File: config.mk
export PLATFORM = sky130hd
export DESIGN_NAME = bs_drvr_fifo_if
export DESIGN_NICKNAME = d
export VERILOG_FILES = /design/src/rtl/bs_drvr_fifo_if.sv
export SDC_FILE = /design/constraint.sdc
export NUM_CORES = 1
export LEC_CHECK = 0
export BUFFER_PORTS_ARGS = -buffer_cell sky130_fd_sc_hd__buf_4
export CAP_MARGIN = 20
export CORE_MARGIN = 4
export CORE_UTILIZATION = 45
export DETAILED_ROUTE_END_ITERATION = 8
export PLACE_DENSITY_LB_ADDON = 0.12
export SETUP_SLACK_MARGIN = 0.1
export SLEW_MARGIN = 15
export SYNTH_ARGS = -nofsm -noshare
export SYNTH_HDL_FRONTEND = slang
export SYNTH_SLANG_ARGS = --single-unit
File: constraint.sdc
create_clock -name clk -period 5.11 [get_ports clk]
set_input_delay 0 -clock clk [delete_from_list [all_inputs] [get_ports clk]]
set_output_delay 0 -clock clk [all_outputs]
set_load 0.03 [all_outputs]
File: src/rtl/bs_drvr_fifo_if.sv
// Per-driver bus endpoint: TX FIFO toward the arbiter, RX FIFO from the bus, sticky error flags.
// One-cycle write-to-visible latency; a full FIFO accepts a write only alongside a read, else the word is dropped.

module bs_fifo #(
  parameter int width = 32,
  parameter int depth = 8,
  localparam int CW = $clog2(depth + 1),
  localparam int PW = (depth > 1) ? $clog2(depth) : 1
) (
  input  logic             clk,
  input  logic             reset,
  input  logic             wr,
  input  logic [width-1:0] wr_dat,
  input  logic             rd,
  output logic [width-1:0] rd_dat,
  output logic [CW-1:0]    count,
  output logic             ovrflw
);
  logic [width-1:0] mem [depth];
  logic [PW-1:0]    rd_ptr, wr_ptr;
  logic             rd_ok, wr_ok;

  // A full FIFO can still take a write when the same-cycle read frees a slot.
  assign rd_ok  = rd && (count != '0);
  assign wr_ok  = wr && ((count != CW'(depth)) || rd_ok);
  assign ovrflw = wr && !wr_ok;
  assign rd_dat = (count != '0) ? mem[rd_ptr] : '0;

  function automatic logic [PW-1:0] nxt(input logic [PW-1:0] p);
    return (p == PW'(depth - 1)) ? '0 : p + PW'(1);
  endfunction

  always_ff @(posedge clk) begin
    if (reset) begin
      rd_ptr <= '0;
      wr_ptr <= '0;
      count  <= '0;
    end else begin
      if (rd_ok) rd_ptr <= nxt(rd_ptr);
      if (wr_ok) wr_ptr <= nxt(wr_ptr);
      if (wr_ok && !rd_ok)      count <= count + CW'(1);
      else if (rd_ok && !wr_ok) count <= count - CW'(1);
    end
  end

  always_ff @(posedge clk) begin
    if (!reset && wr_ok) mem[wr_ptr] <= wr_dat;
  end
endmodule

module bs_drvr_fifo_if #(
  parameter int bits  = 32,
  parameter int depth = 8,
  localparam int CW = $clog2(depth + 1)
) (
  input  logic            clk,
  input  logic            reset,
  input  logic            host_wr,
  input  logic [bits-1:0] host_D_in,
  output logic            tx_full,
  output logic [CW-1:0]   tx_count,
  output logic            pndng,
  input  logic            pop,
  output logic [bits-1:0] D_pop,
  input  logic            push,
  input  logic [bits-1:0] D_push,
  input  logic            host_rd,
  output logic [bits-1:0] host_D_out,
  output logic            rx_pndng,
  output logic            rx_full,
  input  logic            err_clr,
  output logic            tx_ovrflw,
  output logic            tx_undrflw,
  output logic            rx_ovrflw
);
  logic [CW-1:0] rx_count;
  logic          tx_ovr_evt, rx_ovr_evt;

  bs_fifo #(.width(bits), .depth(depth)) u_tx (
    .clk(clk), .reset(reset), .wr(host_wr), .wr_dat(host_D_in),
    .rd(pop), .rd_dat(D_pop), .count(tx_count), .ovrflw(tx_ovr_evt)
  );

  bs_fifo #(.width(bits), .depth(depth)) u_rx (
    .clk(clk), .reset(reset), .wr(push), .wr_dat(D_push),
    .rd(host_rd), .rd_dat(host_D_out), .count(rx_count), .ovrflw(rx_ovr_evt)
  );

  assign pndng    = (tx_count != '0);
  assign tx_full  = (tx_count == CW'(depth));
  assign rx_pndng = (rx_count != '0);
  assign rx_full  = (rx_count == CW'(depth));

  // A new violation wins over a same-cycle err_clr.
  always_ff @(posedge clk) begin
    if (reset) begin
      tx_ovrflw  <= 1'b0;
      tx_undrflw <= 1'b0;
      rx_ovrflw  <= 1'b0;
    end else begin
      tx_ovrflw  <= (tx_ovrflw && !err_clr) || tx_ovr_evt;
      tx_undrflw <= (tx_undrflw && !err_clr) || (pop && (tx_count == '0));
      rx_ovrflw  <= (rx_ovrflw && !err_clr) || rx_ovr_evt;
    end
  end
endmodule

* After elaboration in Yosys (flattened, before gate mapping)
Memory sizes are Yosys's and may differ from the RTL's. A register that Yosys moved wholly into a read port is not among the register bits.
Index checks and enable logic that the tools add are counted.
** Storage, ports and cells
- Register bits after elaboration :: 23
- Memory bits (writable) :: 512
- Logic and storage cells :: 77
- Memories kept :: 2
** Memory list
- u_rx.mem :: depth 8, bits a word 32, read ports 1, clocked after memory_dff 1, wr ports 1, line 19 : logic [width-1:0] mem [depth];
- u_tx.mem :: depth 8, bits a word 32, read ports 1, clocked after memory_dff 1, wr ports 1, line 19
** Cells by class
- $add $sub $neg :: 8
- Equal/unequal tests :: 8
- Mux-type cells :: 18
- Reductions and logical operators :: 32
** Operators with widths (count)
- two-way mux 32 bit :: 2
- two-way mux 3 bit :: 8
- logical AND 1 bit :: 16
- two-way mux 4 bit :: 4
- adder 3 x 1 -> 3 bit, second input constant :: 4
- equality test 3 bit, second input constant :: 4
- adder 4 x 1 -> 4 bit, second input constant :: 2
- equality test 4 bit, second input constant :: 2
- inequality test 4 bit, second input constant :: 2
- nonzero test 4 bit :: 2
- subtractor 4 x 1 -> 4 bit, second input constant :: 2
- logical NOT 1 bit :: 6
- logical OR 1 bit :: 5
- logical NOT 4 bit :: 1
- two-way mux 1 bit :: 4
- nonzero test 2 bit :: 2

* Logic depth before layout (Yosys ltp)
- Depth after elaboration :: 8
- Depth in mapped cells :: 10
- Gate-level depth less buffers :: 10

* Modules after synthesis
Synthesis repeated with hierarchy kept, for this count alone.
** Unflattened totals
- Cell total of the unflattened synthesis :: 988
- Area total of the unflattened synthesis :: 21010.2 um^2
** By module, submodules not included
- bs_fifo :: instances 2, cells an instance 486, area each 10432.5 um^2
- bs_drvr_fifo_if :: instances 1, cells an instance 16, area each 145.1 um^2

* Worst setup path before layout
OpenSTA, ideal clock, no wires.
- Path type :: reg2reg
- Start point :: register u_rx.count[0]
- End point :: memory u_rx.mem[0][0], enable pin
- Data arrival time :: 4.085 ns
- Setup slack :: 0.512 ns
- Cell stages (with the launch flop) :: 4
- Path buffers :: 0
- Period minus slack after synthesis :: 4.598 ns
- Cells stage by stage :: dfxtp_1 > or4b_4 > o21ai_4 > nor4b_1
** Between the ends
- Cells in the longest elaborated chain, start to end :: 7
** Ends and longest elaborated chain
- from (decl) :: line 16 : output logic [CW-1:0] count,
- from (signal assigned) :: line 41 : if (wr_ok && !rd_ok) count <= count + CW'(1);
- from (signal assigned) :: line 42 : else if (rd_ok && !wr_ok) count <= count - CW'(1);
- nonzero test 4 bit :: line 24 : assign rd_ok = rd && (count != '0);
- logical AND 1 bit :: line 24
- logical OR 1 bit (*) :: line 25 : assign wr_ok = wr && ((count != CW'(depth)) || rd_ok);
- logical AND 1 bit (*) :: line 25
- logical AND 1 bit (*) :: line 47 : if (!reset && wr_ok) mem[wr_ptr] <= wr_dat;
- two-way mux 1 bit (*) :: line 47
- two-way mux 1 bit (implied by the code) (*) :: line 47
- to (decl) :: line 19
Every way passes the cells marked *; elsewhere a longest branch is shown, timed or not.

==> results.json <==
{
  "status": "finished, final reports clean",
  "die_x_um": 223,
  "finalSetupTns_ns": 0,
  "postRouteAntennaNets": 0,
  "root_buffer": "clkbuf_16",
  "post-route-period-util_pct": 61.7,
  "switching_share_pct": 29.2,
  "crit_path_end_kind": "output pin",
  "grt_pass1_wl_mm": 64.7,
  "fin_hold_ws_ns": 0.181,
  "viasPerCell": 5.36,
  "cts.sinks": 541,
  "grtUsageTotal_pct": 16.9,
  "yosysSeqAreaShare_pct": 76.5,
  "cts_tree": "built",
  "max-cap-violations": 0,
  "crit_required_ns": 5.11,
  "postCtsResizedCells": 0,
  "cp-start-kind": "register",
  "crit_top_cell": "buf_4",
  "fin_nets": 1317,
  "start_util_pct": 45.8,
  "coreArea_mm2": 0.0456,
  "areaGrowthSynthToFinish_pct": 20.7,
  "num_vias": 10000,
  "worst_pin_slew_ns": 1.05,
  "ir_drop_mv": 0.319,
  "switching_power_mw": 3.43,
  "die_h_um": 223,
  "port_buffers": 145,
  "power_density_mw_per_mm2": 466,
  "cp_data_arrival_time_ns": 3.15,
  "synth_cell_type_count": 36,
  "pwr-share-clk_pct": 31.0,
  "drtIter0Drc": 647,
  "final-setup-viol-count": 0,
  "cts_buffers": 53,
  "die_area_mm2": 0.0499,
  "layout_common_cells": "512 x edfxtp_1, 170 x buf_4, 128 x mux4_2",
  "antenna_found_initial": 2,
  "fin_crit_ns": 3.15,
  "cts-htree-levels": 2,
  "power_leakage_nw": 8.17,
  "pwr-share-comb_pct": 24.7,
  "report.final.slew_viol_count": 0,
  "drt-total-wl_mm": 42.0,
  "synth_area_leaders": "edfxtp_1 74%, mux4_2 14%, mux2i_1 3.3%, dfxtp_1 2.8%, nor2_1 1.5%",
  "dr.pass1.iters": 5,
  "seq_power_share_pct": 44.2,
  "cp_cell_sequence": "buf_4 > mux4_2 > mux2i_1 > nor2_1 > buf_4",
  "ys_seq_elements": 541,
  "syn_nets": 1064,
  "avgSynthCellArea_um2": 21.4,
  "max_freq_mhz": 317,
  "clk_pin_slew_worst_paths_ns": 0.06,
  "dpl.hpwl_mm": 22.4,
  "hold_violations": 0,
  "internal-power_mw": 8.31,
  "drive_gt1_share_pct": 31.9,
  "critPathKind": "reg2out",
  "syn_inst": 977,
  "layout_commonest_cell": "edfxtp_1",
  "grt_max_degree": 50,
  "yosys.area.top_type_share_pct": 73.7,
  "yosys_warnings": 0,
  "clock_path_buffers": 3,
  "drc": 0,
  "slew-limit-headroom_pct": 30.1,
  "critPathMaxFanout": 37,
  "cts_setup_buffers": 0,
  "cpMaxStageDelayCell": "dfxtp_4",
  "cts_hold_buf": 74,
  "ioPinCount": 146,
  "wl_per_cell_um": 22.4,
  "cpPeakStageDelay_ns": 0.86,
  "grt_pass1_vias": 10800,
  "syn-cell-area_mm2": 0.0209,
  "skew_ns": 0.00937,
  "gr-total-overflow": 0,
  "clock_latency_ns": 0.60,
  "rows": 78,
  "grt_setup_unrepaired": "false",
  "synth_largest_area_cell": "edfxtp_1",
  "place.gp.congestion": 0.699,
  "min_path_type": "in2reg"
}
==> per-stage QoR <==
stage | cell area, um^2 | setup slack, ns | total power [mW] | utilization (%) | cells
finish | 25200 | 1.96 | 11.7 | 55.2 | 1874
global route | 25200 | 1.69 | 12.3 | 55.2 | 1873
CTS | 25100 | 1.78 | 11.9 | 55.2 | 1871
detailed placement | 22800 | 2.04 | 8.20 | 50.0 | 1700
global placement | 22800 | 2.09 | 8.18 | 50.0 | 1700
floorplan | 20900 | 0.512 | 7.20 | - | 977
==> cell families after synthesis <==
kind of cell | after synthesis | share of synthesized area, %
buffers and inverters | 55 | 1.17
muxes | 198 | 17.2
xor gates and xnor gates | 4 | 0.168
AOI/OAI and AO/OA | 23 | 0.714
adders and majority gates | 16 | 1.03
and+or+nand+nor | 140 | 3.24
DFF | 541 | 76.5
==> layout make-up <==
class                   instances  area (um^2)
flip-flops and latches        541        16000
fillers                      3537        20400
repair buffers                245         2040
well taps                     600          751
diodes                          2         5.00
clock buffers                  63         1360
inverters                       8         30.0
multi-input cells             381         4760
clock inverters                34          254
==> registers in the layout (all words and copies together) (netlist names), 3 cells and up, named ones only <==
name and cells:
u_rx.count 4, u_rx.mem 256, u_rx.rd_ptr 3, u_rx.wr_ptr 3, u_tx.count 4, u_tx.mem 256
u_tx.rd_ptr 3, u_tx.wr_ptr 3
==> critical path: cells and delay by family, from the launching register on <==
kind	cells	cell delay, ns
simple gates	1	0.07
flops	1	0.86
mux	2	0.80
buf+inv	2	0.81
==> synthesized netlist by cell type <==
cell type and instances:
nor3_1 7, a31oi_1 2, nand2_1 16, nand3b_1 3
dfxtp_1 29, ha_1 14, xor2_1 2, nand4b_1 2
or3_1 4, edfxtp_1 512, or4b_2 1, nand2_4 1
nor2b_1 4, nor4b_1 1, buf_4 7, inv_1 6
a21oi_1 16, nor4_4 2, clkbuf_1 16, buf_2 9
mux4_2 128, o21ai_4 2, o21ai_2 1, nor4_1 4
fa_1 2, nand2b_1 4, inv_2 2, or3_2 1
or4b_4 2, nand3_1 2, mux2i_1 68, nor2_1 86
a211oi_1 2, mux2_2 2, xnor2_1 2, buf_1 15
==> metal layers <==
layer	up-vias	global-route usage, %	wire, um
li1	4516	-	-
met1	5291	22.4	17900
met2	187	29.3	21500
met3	51	2.97	1770
met4	0	4.26	716
met5	-	0	0
==> path summary, 6_finish.rpt <==
check / slack (ns) / depth (start not counted) / startpoint / end
setup / recovery: 1.96 / 5 / register / D_pop[4]
hold / removal: 0.18 / 2 / D_push[8] / u_rx.mem[7][8]$_DFFE_PP_
setup reg to reg: 2.10 / 11 / u_tx.count[0]$_SDFFE_PP0P_ / u_tx.count[3]$_SDFFE_PP0P_
hold reg to reg: 0.47 / 2 / u_tx.rd_ptr[1]$_SDFFE_PP0N_ / register
==> power by group through the flow <==
stage          logic [mW]  registers [mW]  clock network, mW
2_1_floorplan        2.03            5.17                  0
3_3_place_gp         2.82            5.36                  0
3_5_place_dp         2.84            5.36                  0
4_1_cts              2.89            5.27               3.75
5_1_grt              3.13            5.23               3.92
6_report             2.91            5.19               3.64
No activity file was read; power rests on OpenSTA's default activity.
